--- config.mk ---
export PLATFORM = sky130hd
export DESIGN_NAME = mem_bus_arbiter_flat
export DESIGN_NICKNAME = d
export VERILOG_FILES = /design/src/rtl/mem_bus_arbiter_pkg.sv /design/src/rtl/mem_bus_arbiter_if.sv /design/src/rtl/mem_tag_table.sv /design/src/rtl/mem_bus_arbiter.sv /design/src/flat_wrapper.sv
export SDC_FILE = /design/constraint.sdc
export NUM_CORES = 1
export LEC_CHECK = 0
export BUFFER_PORTS_ARGS = -buffer_cell sky130_fd_sc_hd__buf_4
export CAP_MARGIN = 10
export CORE_AREA = 4 4 170 172
export CTS_BUF_LIST = sky130_fd_sc_hd__clkbuf_16
export DETAILED_ROUTE_END_ITERATION = 6
export DIE_AREA = 0 0 174 176
export GPL_TIMING_DRIVEN = 0
export HOLD_SLACK_MARGIN = 0.15
export PLACE_DENSITY = 0.65
export SYNTH_ARGS = -nofsm -noshare
export SYNTH_HDL_FRONTEND = slang
export SYNTH_SLANG_ARGS = --single-unit
--- constraint.sdc ---
create_clock -name clock -period 2.9 [get_ports clock]
set_input_delay 0.145 -clock clock [delete_from_list [all_inputs] [get_ports clock]]
set_output_delay 0.145 -clock clock [all_outputs]
set_load 0.01 [all_outputs]
--- src/rtl/mem_bus_arbiter_pkg.sv ---
`default_nettype none
// ============================================================================
// Module   : mem_bus_arbiter_pkg
// Purpose  : Shared memory-bus types and constants used by the bus arbiter,
//            its interface and its tag-ownership table.
// Contents : BUS_COMMAND, MEM_SIZE, MEM_OWNER, TAG_ENTRY, XLEN, MEM_TAG_BITS
// Revision : 1.0  initial release
// ============================================================================
package mem_bus_arbiter_pkg;

    localparam int XLEN         = 32;
    localparam int MEM_TAG_BITS = 4;

    typedef enum logic [1:0] {
        BUS_NONE  = 2'h0,
        BUS_LOAD  = 2'h1,
        BUS_STORE = 2'h2
    } BUS_COMMAND;

    typedef enum logic [1:0] {
        BYTE   = 2'h0,
        HALF   = 2'h1,
        WORD   = 2'h2,
        DOUBLE = 2'h3
    } MEM_SIZE;

    typedef enum logic {
        OWNER_I = 1'b0,
        OWNER_D = 1'b1
    } MEM_OWNER;

    typedef struct packed {
        logic     valid;
        MEM_OWNER owner;
    } TAG_ENTRY;

endpackage : mem_bus_arbiter_pkg
`default_nettype wire

--- src/rtl/mem_bus_arbiter_if.sv ---
`default_nettype none
// ============================================================================
// Module   : mem_bus_arbiter_if
// Purpose  : Bundles the fetch-side request/return, the data-side
//            request/return, the processor-to-memory bus and the arbiter's
//            status outputs.
// Modports : slave  - the arbiter (consumes requests and memory replies,
//                     drives acks, returns, bus fields and status)
//            master - the environment (front ends plus memory model)
// Revision : 1.0  initial release
// ============================================================================
interface mem_bus_arbiter_if;
    import mem_bus_arbiter_pkg::*;

    // Instruction-fetch side (loads only)
    logic                    i_req;
    logic [XLEN-1:0]         i_addr;
    logic                    i_ack;
    logic                    i_resp_valid;
    logic [63:0]             i_resp_data;

    // Data-access side
    logic                    d_req;
    BUS_COMMAND              d_cmd;
    logic [XLEN-1:0]         d_addr;
    logic [63:0]             d_wdata;
    MEM_SIZE                 d_size;
    logic                    d_ack;
    logic                    d_resp_valid;
    logic [63:0]             d_resp_data;

    // Shared memory bus
    BUS_COMMAND              proc2mem_command;
    logic [XLEN-1:0]         proc2mem_addr;
    logic [63:0]             proc2mem_data;
    MEM_SIZE                 proc2mem_size;
    logic [MEM_TAG_BITS-1:0] mem2proc_response;
    logic [63:0]             mem2proc_data;
    logic [MEM_TAG_BITS-1:0] mem2proc_tag;

    // Status
    logic [MEM_TAG_BITS-1:0] outstanding;
    logic                    spurious_tag;

    modport slave (
        input  i_req, i_addr,
        input  d_req, d_cmd, d_addr, d_wdata, d_size,
        input  mem2proc_response, mem2proc_data, mem2proc_tag,
        output i_ack, i_resp_valid, i_resp_data,
        output d_ack, d_resp_valid, d_resp_data,
        output proc2mem_command, proc2mem_addr, proc2mem_data, proc2mem_size,
        output outstanding, spurious_tag
    );

    modport master (
        output i_req, i_addr,
        output d_req, d_cmd, d_addr, d_wdata, d_size,
        output mem2proc_response, mem2proc_data, mem2proc_tag,
        input  i_ack, i_resp_valid, i_resp_data,
        input  d_ack, d_resp_valid, d_resp_data,
        input  proc2mem_command, proc2mem_addr, proc2mem_data, proc2mem_size,
        input  outstanding, spurious_tag
    );

endinterface : mem_bus_arbiter_if
`default_nettype wire

--- src/rtl/mem_tag_table.sv ---
`default_nettype none
// ============================================================================
// Module   : mem_tag_table
// Purpose  : Records which requester owns each outstanding load tag and keeps
//            a running count of live tags.
// Ports    : clock, reset_n          - clock, async active-low reset
//            alloc_valid/tag/owner   - claim a tag for a newly accepted load
//            ret_valid/tag           - tag seen on the return bus this cycle
//            ret_hit/ret_owner       - lookup result for the returning tag
//            outstanding             - number of valid entries
// Revision : 1.0  initial release
// ============================================================================
module mem_tag_table
    import mem_bus_arbiter_pkg::*;
#(
    parameter int NUM_TAGS = 16
) (
    input  logic                    clock,
    input  logic                    reset_n,
    input  logic                    alloc_valid,
    input  logic [MEM_TAG_BITS-1:0] alloc_tag,
    input  MEM_OWNER                alloc_owner,
    input  logic                    ret_valid,
    input  logic [MEM_TAG_BITS-1:0] ret_tag,
    output logic                    ret_hit,
    output MEM_OWNER                ret_owner,
    output logic [MEM_TAG_BITS-1:0] outstanding
);

    TAG_ENTRY                r_table [NUM_TAGS];
    logic [MEM_TAG_BITS-1:0] r_outstanding;

    TAG_ENTRY w_ret_entry;
    TAG_ENTRY w_alloc_entry;
    logic     w_alloc_in_range;
    logic     w_alloc_new;

    // Tags beyond the configured table size never hit and are never stored.
    always_comb begin
        w_ret_entry      = '0;
        w_alloc_entry    = '0;
        w_alloc_in_range = int'(alloc_tag) < NUM_TAGS;
        if (int'(ret_tag) < NUM_TAGS) begin
            w_ret_entry = r_table[ret_tag];
        end
        if (w_alloc_in_range) begin
            w_alloc_entry = r_table[alloc_tag];
        end
    end

    assign ret_hit   = ret_valid && w_ret_entry.valid;
    assign ret_owner = w_ret_entry.owner;

    // An allocation only adds a live tag if its slot is free, or is being
    // freed by a return this very cycle; that keeps the count equal to the
    // number of valid entries even if memory reuses a busy tag.
    assign w_alloc_new = alloc_valid && w_alloc_in_range &&
                         (!w_alloc_entry.valid ||
                          (ret_hit && (ret_tag == alloc_tag)));

    always_ff @(posedge clock or negedge reset_n) begin
        if (!reset_n) begin
            for (int k = 0; k < NUM_TAGS; k++) begin
                r_table[k] <= '0;
            end
            r_outstanding <= '0;
        end else begin
            // Retire first; a same-tag allocation below overrides the clear,
            // so the freshly issued load keeps its entry.
            if (ret_hit) begin
                r_table[ret_tag] <= '0;
            end
            if (alloc_valid && w_alloc_in_range) begin
                r_table[alloc_tag] <= '{valid: 1'b1, owner: alloc_owner};
            end
            case ({w_alloc_new, ret_hit})
                2'b10:   r_outstanding <= r_outstanding + 1'b1;
                2'b01:   r_outstanding <= r_outstanding - 1'b1;
                default: r_outstanding <= r_outstanding;
            endcase
        end
    end

    assign outstanding = r_outstanding;

endmodule : mem_tag_table
`default_nettype wire

--- src/rtl/mem_bus_arbiter.sv ---
`default_nettype none
// ============================================================================
// Module   : mem_bus_arbiter
// Purpose  : Shares the processor-to-memory bus between the fetch (I) side
//            and the data (D) side, tracks load-tag ownership and steers
//            tagged returns back to their owner.
// Ports    : clock, reset_n - clock, async active-low reset
//            bus            - mem_bus_arbiter_if.slave: both requesters,
//                             the memory bus and outstanding/spurious_tag
// Params   : STARVE_LIMIT   - denied I cycles before I takes priority
//            NUM_TAGS       - size of the tag space (tag 0 = none)
// Revision : 1.0  initial release
// ============================================================================
module mem_bus_arbiter
    import mem_bus_arbiter_pkg::*;
#(
    parameter int STARVE_LIMIT = 4,
    parameter int NUM_TAGS     = 16
) (
    input  logic             clock,
    input  logic             reset_n,
    mem_bus_arbiter_if.slave bus
);

    localparam int                    c_STARVE_W   = $clog2(STARVE_LIMIT + 1);
    localparam logic [c_STARVE_W-1:0] c_STARVE_MAX = c_STARVE_W'(STARVE_LIMIT);

    logic [c_STARVE_W-1:0] r_starve_cnt;
    logic                  r_i_resp_valid;
    logic [63:0]           r_i_resp_data;
    logic                  r_d_resp_valid;
    logic [63:0]           r_d_resp_data;
    logic                  r_spurious;

    logic     w_i_wins;
    logic     w_d_wins;
    logic     w_mem_accept;
    logic     w_i_ack;
    logic     w_d_ack;
    logic     w_alloc_valid;
    MEM_OWNER w_alloc_owner;
    logic     w_ret_valid;
    logic     w_ret_hit;
    MEM_OWNER w_ret_owner;
    logic     w_route_i;
    logic     w_route_d;

    // Grant: D normally wins; a starved I side wins once its count saturates.
    // Nothing is granted while reset is held so the bus stays idle.
    assign w_i_wins     = reset_n && bus.i_req &&
                          (!bus.d_req || (r_starve_cnt >= c_STARVE_MAX));
    assign w_d_wins     = reset_n && bus.d_req && !w_i_wins;
    assign w_mem_accept = (bus.mem2proc_response != '0);
    assign w_i_ack      = w_i_wins && w_mem_accept;
    assign w_d_ack      = w_d_wins && w_mem_accept;

    assign bus.i_ack = w_i_ack;
    assign bus.d_ack = w_d_ack;

    always_comb begin
        bus.proc2mem_command = BUS_NONE;
        bus.proc2mem_addr    = '0;
        bus.proc2mem_data    = '0;
        bus.proc2mem_size    = DOUBLE;
        if (w_i_wins) begin
            bus.proc2mem_command = BUS_LOAD;
            bus.proc2mem_addr    = bus.i_addr;
        end else if (w_d_wins) begin
            bus.proc2mem_command = bus.d_cmd;
            bus.proc2mem_addr    = bus.d_addr;
            bus.proc2mem_data    = bus.d_wdata;
            bus.proc2mem_size    = bus.d_size;
        end
    end

    // Only loads produce a return, so stores never claim a tag.
    assign w_alloc_valid = w_i_ack || (w_d_ack && (bus.d_cmd == BUS_LOAD));
    assign w_alloc_owner = w_i_ack ? OWNER_I : OWNER_D;
    assign w_ret_valid   = (bus.mem2proc_tag != '0);

    mem_tag_table #(
        .NUM_TAGS    (NUM_TAGS)
    ) u_tag_table (
        .clock       (clock),
        .reset_n     (reset_n),
        .alloc_valid (w_alloc_valid),
        .alloc_tag   (bus.mem2proc_response),
        .alloc_owner (w_alloc_owner),
        .ret_valid   (w_ret_valid),
        .ret_tag     (bus.mem2proc_tag),
        .ret_hit     (w_ret_hit),
        .ret_owner   (w_ret_owner),
        .outstanding (bus.outstanding)
    );

    assign w_route_i = w_ret_hit && (w_ret_owner == OWNER_I);
    assign w_route_d = w_ret_hit && (w_ret_owner == OWNER_D);

    // Starvation count: a granted-but-rejected I request holds its count so
    // it keeps priority on the retry.
    always_ff @(posedge clock or negedge reset_n) begin
        if (!reset_n) begin
            r_starve_cnt <= '0;
        end else if (!bus.i_req || w_i_ack) begin
            r_starve_cnt <= '0;
        end else if (!w_i_wins && (r_starve_cnt < c_STARVE_MAX)) begin
            r_starve_cnt <= r_starve_cnt + 1'b1;
        end
    end

    // Return path: valids pulse for one cycle, data holds its last value.
    always_ff @(posedge clock or negedge reset_n) begin
        if (!reset_n) begin
            r_i_resp_valid <= 1'b0;
            r_i_resp_data  <= '0;
            r_d_resp_valid <= 1'b0;
            r_d_resp_data  <= '0;
            r_spurious     <= 1'b0;
        end else begin
            r_i_resp_valid <= w_route_i;
            r_d_resp_valid <= w_route_d;
            r_spurious     <= w_ret_valid && !w_ret_hit;
            if (w_route_i) begin
                r_i_resp_data <= bus.mem2proc_data;
            end
            if (w_route_d) begin
                r_d_resp_data <= bus.mem2proc_data;
            end
        end
    end

    assign bus.i_resp_valid = r_i_resp_valid;
    assign bus.i_resp_data  = r_i_resp_data;
    assign bus.d_resp_valid = r_d_resp_valid;
    assign bus.d_resp_data  = r_d_resp_data;
    assign bus.spurious_tag = r_spurious;

endmodule : mem_bus_arbiter
`default_nettype wire

--- src/flat_wrapper.sv ---
// flat-port wrapper written by rule: the top's interface ports become plain ports
module mem_bus_arbiter_flat import mem_bus_arbiter_pkg::*;
#(
    parameter int STARVE_LIMIT = 4,
    parameter int NUM_TAGS     = 16
)
  (clock, reset_n, bus_i_req, bus_i_addr, bus_d_req, bus_d_cmd, bus_d_addr, bus_d_wdata, bus_d_size, bus_mem2proc_response, bus_mem2proc_data, bus_mem2proc_tag, bus_i_ack, bus_i_resp_valid, bus_i_resp_data, bus_d_ack, bus_d_resp_valid, bus_d_resp_data, bus_proc2mem_command, bus_proc2mem_addr, bus_proc2mem_data, bus_proc2mem_size, bus_outstanding, bus_spurious_tag);
  mem_bus_arbiter_if bus_i ();
  input  logic clock;
  input  logic reset_n;
  input wire logic [$bits(bus_i.i_req)-1:0] bus_i_req;
  input wire logic [$bits(bus_i.i_addr)-1:0] bus_i_addr;
  input wire logic [$bits(bus_i.d_req)-1:0] bus_d_req;
  input wire logic [$bits(bus_i.d_cmd)-1:0] bus_d_cmd;
  input wire logic [$bits(bus_i.d_addr)-1:0] bus_d_addr;
  input wire logic [$bits(bus_i.d_wdata)-1:0] bus_d_wdata;
  input wire logic [$bits(bus_i.d_size)-1:0] bus_d_size;
  input wire logic [$bits(bus_i.mem2proc_response)-1:0] bus_mem2proc_response;
  input wire logic [$bits(bus_i.mem2proc_data)-1:0] bus_mem2proc_data;
  input wire logic [$bits(bus_i.mem2proc_tag)-1:0] bus_mem2proc_tag;
  output wire logic [$bits(bus_i.i_ack)-1:0] bus_i_ack;
  output wire logic [$bits(bus_i.i_resp_valid)-1:0] bus_i_resp_valid;
  output wire logic [$bits(bus_i.i_resp_data)-1:0] bus_i_resp_data;
  output wire logic [$bits(bus_i.d_ack)-1:0] bus_d_ack;
  output wire logic [$bits(bus_i.d_resp_valid)-1:0] bus_d_resp_valid;
  output wire logic [$bits(bus_i.d_resp_data)-1:0] bus_d_resp_data;
  output wire logic [$bits(bus_i.proc2mem_command)-1:0] bus_proc2mem_command;
  output wire logic [$bits(bus_i.proc2mem_addr)-1:0] bus_proc2mem_addr;
  output wire logic [$bits(bus_i.proc2mem_data)-1:0] bus_proc2mem_data;
  output wire logic [$bits(bus_i.proc2mem_size)-1:0] bus_proc2mem_size;
  output wire logic [$bits(bus_i.outstanding)-1:0] bus_outstanding;
  output wire logic [$bits(bus_i.spurious_tag)-1:0] bus_spurious_tag;
  assign bus_i.i_req = bus_i_req;
  assign bus_i.i_addr = bus_i_addr;
  assign bus_i.d_req = bus_d_req;
  assign bus_i.d_cmd = bus_d_cmd;
  assign bus_i.d_addr = bus_d_addr;
  assign bus_i.d_wdata = bus_d_wdata;
  assign bus_i.d_size = bus_d_size;
  assign bus_i.mem2proc_response = bus_mem2proc_response;
  assign bus_i.mem2proc_data = bus_mem2proc_data;
  assign bus_i.mem2proc_tag = bus_mem2proc_tag;
  assign bus_i_ack = bus_i.i_ack;
  assign bus_i_resp_valid = bus_i.i_resp_valid;
  assign bus_i_resp_data = bus_i.i_resp_data;
  assign bus_d_ack = bus_i.d_ack;
  assign bus_d_resp_valid = bus_i.d_resp_valid;
  assign bus_d_resp_data = bus_i.d_resp_data;
  assign bus_proc2mem_command = bus_i.proc2mem_command;
  assign bus_proc2mem_addr = bus_i.proc2mem_addr;
  assign bus_proc2mem_data = bus_i.proc2mem_data;
  assign bus_proc2mem_size = bus_i.proc2mem_size;
  assign bus_outstanding = bus_i.outstanding;
  assign bus_spurious_tag = bus_i.spurious_tag;
  mem_bus_arbiter #(.STARVE_LIMIT(STARVE_LIMIT), .NUM_TAGS(NUM_TAGS)) u_core (.clock(clock), .reset_n(reset_n), .bus(bus_i));
endmodule
Word-level counts from Yosys, hierarchy flattened
Cells that the tools add are included.

Magnitude comparators: 6. Muxes and demuxes: 25. Equal/unequal tests: 4. Add/sub/neg operators: 3. Bitwise operators: 5. Reductions and logical operators: 29.

Operator list (count): $mux 32 (4); $mux 64 (2); $and 32x32->32 (1); $bwmux 32 (1); $not 32->32 (1); $mux 2 (10); $bmux 2 s4 (2); $demux 2 s4 (2); $logic_and 1x1->1 (16); $ge 5x5->1 const B (2); $lt 5x1->1 const B (2); $not 4->5 (2); $pmux 4 s2 (1); $reduce_bool 4->1 (2); $mux 3 (2); $logic_not 1->1 (5); $add 4x1->4 const B (1); $eq 2x1->1 const B (2); $eq 4x4->1 (1); $logic_or 1x1->1 (4); $reduce_bool 2->1 (2); $sub 4x1->4 const B (1); $add 3x1->3 const B (1); $ge 3x3->1 const B (1); 4 further kinds (4).

Input port bits: 208. Bits in registers: 170. Output and inout bits: 237.

Longest topological paths before layout
Depth after elaboration: 11. Mapped depth: 13. Mapped depth without buffers: 12.

By module
Synthesis repeated with hierarchy kept, for this count alone.

Cells, all modules: 747. Area, all modules: 8171.6 um^2.

By module, submodules not included: mem_bus_arbiter (times used 1, area an instance 5974.5 um^2, seq. area each 3353.2 um^2, cells each 553); mem_tag_table (times used 1, area an instance 2197.1 um^2, seq. area each 900.9 um^2, cells each 194).

Least setup slack after synthesis
No wires, ideal clock.

Path kind: input to register. From: in bus_mem2proc_response[0]. To: reg u_core.u_tag_table.r_outstanding[2] (netlist: u_core.u_tag_table.outstanding[2]). Stages on the path: 11. Buffers on the path: 1. Arrival: 2.861 ns. Required time: 2.771 ns. Setup slack: -0.089 ns. Cell sequence: clkbuf_1 mux4_2 mux4_2 a211o_1 ha_1 xor2_1 ha_1 a21oi_1 xor2_1 nor2_1 xor2_1.

Cells in the longest elaborated chain, start to end: 9. Elaborated cells on any way between the ends: 18. Classes of those cells: eq/ne: 3; mux: 4; bitwise: 1; reduce/logical: 10.

RTL lines: from (decl) (line flat_wrapper.sv:18) `input wire logic [$bits(bus_i.mem2proc_response)-1:0] bus_mem2proc_response;`; $not 4->5 (implied by the code) (line mem_tag_table.sv:47) `w_alloc_entry = r_table[alloc_tag];`; $bmux 2 s4 (line mem_tag_table.sv:47); $mux 2 (implied by the code) (2 in a row) (line mem_tag_table.sv:47); $logic_not 1->1 (line mem_tag_table.sv:58) `(!w_alloc_entry.valid ||`; $logic_or 1x1->1 (line mem_tag_table.sv:58); $logic_and 1x1->1 (*) (line mem_tag_table.sv:57) `assign w_alloc_new = alloc_valid && w_alloc_in_range &&`; $eq 2x1->1 / $eq 2x2->1 (equally long branches) (line mem_tag_table.sv:76) `case ({w_alloc_new, ret_hit})`; $pmux 4 s2 / $reduce_bool 2->1 (equally long branches); to (signal assigned) (line mem_tag_table.sv:77) `2'b10: r_outstanding <= r_outstanding + 1'b1;`; to (signal assigned) (line mem_tag_table.sv:78) `2'b01: r_outstanding <= r_outstanding - 1'b1;`; to (signal assigned) (line mem_tag_table.sv:79) `default: r_outstanding <= r_outstanding;`; to (decl) (line mem_tag_table.sv:31) `logic [MEM_TAG_BITS-1:0] r_outstanding;`.

Every way passes the cells marked *; elsewhere a longest branch is shown, timed or not. The select of a mux whose other input is x is not followed. A chain may end at the register's enable or synchronous reset.

Worst setup path after layout
From: reg u_core.u_tag_table.r_table[3] (netlist name). To: reg u_core.u_tag_table.r_outstanding[2] (netlist: u_core.u_tag_table.outstanding[2]).

Cells in the longest elaborated chain, start to end: 9. Elaborated cells on any way between the ends: 15. Classes of those cells: eq/ne: 2; mux: 7; reduce/logical: 6.

RTL lines: from (decl) (line mem_tag_table.sv:30) `TAG_ENTRY r_table [NUM_TAGS];`; from (signal, indexed assignment) (line mem_tag_table.sv:74) `r_table[alloc_tag] <= '{valid: 1'b1, owner: alloc_owner};`; $bmux 2 s4 (line mem_tag_table.sv:44) `w_ret_entry = r_table[ret_tag];`; $mux 2 (implied by the code) (2 in a row) (line mem_tag_table.sv:44); $logic_and 1x1->1 (line mem_tag_table.sv:51) `assign ret_hit = ret_valid && w_ret_entry.valid;`; $logic_and 1x1->1 (line mem_tag_table.sv:59) `(ret_hit && (ret_tag == alloc_tag)));`; $logic_or 1x1->1 (line mem_tag_table.sv:58); $logic_and 1x1->1 (line mem_tag_table.sv:57); $eq 2x1->1 / $eq 2x2->1 (equally long branches) (line mem_tag_table.sv:76); $pmux 4 s2 / $reduce_bool 2->1 (equally long branches).

Several ways; a longest one is shown, not always the timed one. The select of a mux whose other input is x is not followed.

==> out/results.env <==
FINALMAXSLEWVIOLATIONS=0
DIEHEIGHT_MICRONS=176
NUMBER_OF_GLOBAL_ROUTE_VIAS_BEFORE_REPAIR=7773
ROUTE.VIAS.TOTAL=7374
R2R_START='u_core.u_tag_table.r_table[3]'
TOTAL_OF_BUFFERS_PLACED_ON_INPUT_AND_OUTPUT_PORTS=437
MIN_TO='u_core.bus.spurious_tag'
SETUP_VIOLATIONS=1
HP-START='bus_mem2proc_tag[2]'
CP_SLOWEST_CELL='sky130_fd_sc_hd__mux4_2'
CLOCK.FMAX_MHz=342
INITIAL_CORE_UTIL_PCT=29.9
IOS=445
CRIT_PATH_CELL_TRACE='mux4_2, mux4_2, a211o_1, ha_4, xor2_1, ha_2, a21oi_2, xor2_1, nor2_1, xor2_1'
WORST_EP_ARRIVAL_TIME_PS=3250
POWER_DENSITY_nW_PER_UM2=739
WORSTHOLDPATHCELLS=2
CORE.ROWCOUNT=61
NUMBER_OF_SYNTHESIZED_FLOPS_WITH_AN_ENABLE_PIN=0
NETLIST_AREA_SQ_UM=8220
WORST-ENDPOINT-REQUIRED_PS=3220
FRACTION_OF_REGISTERS_WITH_ASYNC_SET_OR_RESET_AFTER_SYNTHESIS_PCT=100
CAP_VIOLATIONS=0
STATUS='complete, but fails checks'
WORST-PATH-BUF-INV=0
GRT_SETUP_UNREPAIRED='yes'
CRITICAL_PATH.MAX_FANOUT=4
WORST_SLACK_PS=-26.4
DETAILED_PLACE_HPWL_MICRONS=27800
FINALHOLDVIOLCOUNT=0
REPORTED_LEAKAGE_POWER_nW=6.73
VIOLATIONS_IN_THE_FINAL_REPORTS='setup timing'
FINALWORSTPATHREQUIREDPERIOD_PS=2930
SLEW_HEADROOM_PCT=21.1
CRITPATHMOSTFREQUENTCELL='sky130_fd_sc_hd__xor2_1'
VIA_PER_INST=4.85
FLIP_FLOP_AND_LATCH_COUNT_AFTER_SYNTHESIS=170
AREAGROWTHSYNTHTOFINISH_PCT=64.4
CLOCK_EDGE_TRANSITION_AT_THE_REGISTERS_ON_THE_REPORTED_SETUP_AND_HOLD_PATHS_PS=80
RRSETUPSLACK_PS=-30
HOLD_PATH_CLASS='in -> reg'
DIE_WIDTH_MICRONS=174
KIND_OF_CELL_WITH_THE_HIGHEST_COMBINED_DELAY_ON_THE_CRITICAL_PATH='multiplexers'
POSTSYNTHAREAPERCELL_SQ_UM=13.2
REGTOREGENDPOINT='u_core.u_tag_table.outstanding[2]'
FP.DIEAREA_SQ_UM=30600
REMAINING_DRC_ERRORS=0
CORE_AREA_SQ_UM=27500
FINAL_PERIOD_UTILIZATION_PCT=101
FINALWEIGHTEDCONGESTION=0.936
WORST_PIN_SLEW_PS=1170
WORSTSETUPPATHDEPTH=10
CLKSINKCOUNT=170
CTS_TREE='built'
WL_MICRONS=35600
POWER.IR.VDD_WORST_mV=0.341
WORST_STAGE_DELAY_ON_THE_CRITICAL_PATH_PS=500
GRTUSAGETOTAL_PCT=22.5
PLACED_STANDARD_CELL_AREA_SQ_UM=12000
CRITICAL_PATH_CLASS='reg -> reg'
CLOCK_NETWORK_LATENCY_TO_THE_LATER_PIN_OF_THE_WORST_SKEW_PAIR_PS=430
SYNTH-MAIN-FF-CELL='sky130_fd_sc_hd__dfrtp_1'
GR-TOTAL-OVERFLOW=0
GRT_FIRST_PASS_WIRELENGTH_MICRONS=51600
SYNTH_SEQ_AREA_SHARE_PCT=51.7
DRIVE_GT1_SHARE_PCT=54.9
CLOCKROOTBUFFER='sky130_fd_sc_hd__clkbuf_16'
CLOCK_PATH_BUFFERS=2
LAYOUT.CELL_AREA.NON_FILLER_SQ_UM=13500
YOSYS_WARNINGS=0
DRT_PASS1_ITERATIONS=4
WL_PER_CELL_MICRONS=23.4
POSTROUTEANTENNANETS=0
SYNTH.DISTINCT_CELLS=48
CRITICAL_PATH.STARTPOINT_TYPE='flop'
GRT_MAX_DEGREE=62
REG2REG_DEPTH=10
SYN_INST=624
DRT_ITER0_DRC=366
TRITONCTS_BUFFER_COUNT=17
FINCLKSKEW_PS=14.8
CRITPATHCAPTURETYPE='flop'
WHS_PS=205
SYN_NETS=836
ANTENNA_FOUND_INITIAL=1
NNETSFINAL=1373
CTS-HTREE-LEVELS=4
-- cell families after synthesis --
family	share of synthesized area, %
flops	51.7
simple gates	11.1
mux	24.1
compound gates	7.88
buf+inv	3.62
xor+xnor	0.959
fa+ha+maj	0.609
-- cell usage in the layout (no fill, tap or decap), types with 11 or more instances in the layout --
cell type                       Yosys  layout
sky130_fd_sc_hd__mux4_2            11      11
sky130_fd_sc_hd__mux2_4            49      49
sky130_fd_sc_hd__clkbuf_16          0      17
sky130_fd_sc_hd__mux2_2            73      73
sky130_fd_sc_hd__and2_1            66      66
sky130_fd_sc_hd__nor2_1            12      12
sky130_fd_sc_hd__buf_6             13      13
sky130_fd_sc_hd__a22o_1            38      38
sky130_fd_sc_hd__dfrtp_1          170     169
sky130_fd_sc_hd__clkbuf_1          23      22
sky130_fd_sc_hd__buf_4              0     441
sky130_fd_sc_hd__nor2b_1           12      11
sky130_fd_sc_hd__dlygate4sd3_1      0      68
sky130_fd_sc_hd__nand3_1           14      14
sky130_fd_sc_hd__a32o_1            13      13
sky130_fd_sc_hd__nand2_1           41      41
-- final cells by class --
cell class | count | area, sq um
fill | 2435 | 14000
sequential | 170 | 4260
timing repair buffer | 518 | 4230
multi-input combinational | 402 | 3700
tap | 346 | 433
clock buffer | 17 | 425
buffer | 45 | 273
clock inverter | 15 | 175
inverter | 7 | 26.3
antenna | 1 | 2.50
-- cell usage after synthesis (5+ instances only) --
library cell	number	area share, %
sky130_fd_sc_hd__a21oi_1	5	0.30
sky130_fd_sc_hd__a22o_1	38	4.0
sky130_fd_sc_hd__a32o_1	13	1.6
sky130_fd_sc_hd__and2_1	66	5.0
sky130_fd_sc_hd__buf_1	5	0.23
sky130_fd_sc_hd__buf_6	13	1.8
sky130_fd_sc_hd__clkbuf_1	23	1.0
sky130_fd_sc_hd__dfrtp_1	170	52
sky130_fd_sc_hd__inv_1	7	0.32
sky130_fd_sc_hd__mux2_1	9	1.2
sky130_fd_sc_hd__mux2_2	73	10
sky130_fd_sc_hd__mux2_4	49	8.9
sky130_fd_sc_hd__mux2i_1	5	0.61
sky130_fd_sc_hd__mux4_2	11	3.0
sky130_fd_sc_hd__nand2_1	41	1.9
sky130_fd_sc_hd__nand3_1	14	0.85
sky130_fd_sc_hd__nor2_1	12	0.55
sky130_fd_sc_hd__nor2b_1	12	0.91
sky130_fd_sc_hd__xor2_1	8	0.85
-- what timing repair did --
item                                    in CTS  in global routing
pin swaps                                    2                  4
buffers inserted                             0                  5
hold buffers                                74                  0
gates resized for setup                      4                  3
hold endpoints to repair                   240                  0
cloned                                       1                  0
endpoints found under the setup margin       6                  2
-- state kept, by name (all words and copies together) (netlist names) --
signal                          flops
u_core.r_starve_cnt                 3
u_core.bus.d_resp_valid             1
u_core.bus.d_resp_data             64
u_core.bus.i_resp_valid             1
u_core.u_tag_table.outstanding      4
u_core.u_tag_table.r_table         32
u_core.bus.spurious_tag             1
u_core.bus.i_resp_data             64
-- where the power goes --
group          switching (mW)  leakage (nW)  total (mW)  internal (mW)
clock network            1.14         0.290        2.31           1.17
registers               0.534          2.09        3.74           3.21
logic                    1.64          4.35        3.93           2.29
-- worst max-delay path by stage --
stage / slack [ps] / startpoint / endpoint
after floorplan: 80 / bus_mem2proc_response[0] / u_core.u_tag_table.outstanding[2]
after global placement: -1100 / reset_n / u_core.u_tag_table.outstanding[2]
after detailed placement: -250 / reset_n / u_core.u_tag_table.outstanding[2]
after CTS: -4 / u_core.u_tag_table.r_table[1] / u_core.u_tag_table.outstanding[2]
after global routing: -120 / u_core.u_tag_table.r_table[1] / u_core.u_tag_table.outstanding[2]
final: -30 / u_core.u_tag_table.r_table[3] / u_core.u_tag_table.outstanding[2]
-- routing by layer --
metal | GRT usage, % | wire length [microns] | share of wire (%)
met3 | 6.38 | 2660 | 7.5
met4 | 7.06 | 1000 | 2.8
met2 | 42.5 | 19200 | 54
met5 | 0 | 0 | 0
met1 | 24.2 | 12800 | 36
-- metrics by stage --
| stage | setup slack (ps) | util (%) | power (mW) | instances | TNS (ps) |
|---|---|---|---|---|---|
| 2_1_floorplan | 81.9 | - | 5.44 | 624 | 0 |
| 3_3_place_gp | -1100 | 43.5 | 7.42 | 1407 | -73760 |
| 3_5_place_dp | -250 | 43.6 | 7.51 | 1408 | -661 |
| 4_1_cts | -4.21 | 49.0 | 9.98 | 1515 | -4.21 |
| 5_1_grt | -119 | 49.2 | 10.5 | 1521 | -196 |
| 6_report | -26.4 | 49.2 | 9.99 | 1521 | -26.4 |
Note: power is estimated with default switching activity, not from simulation.
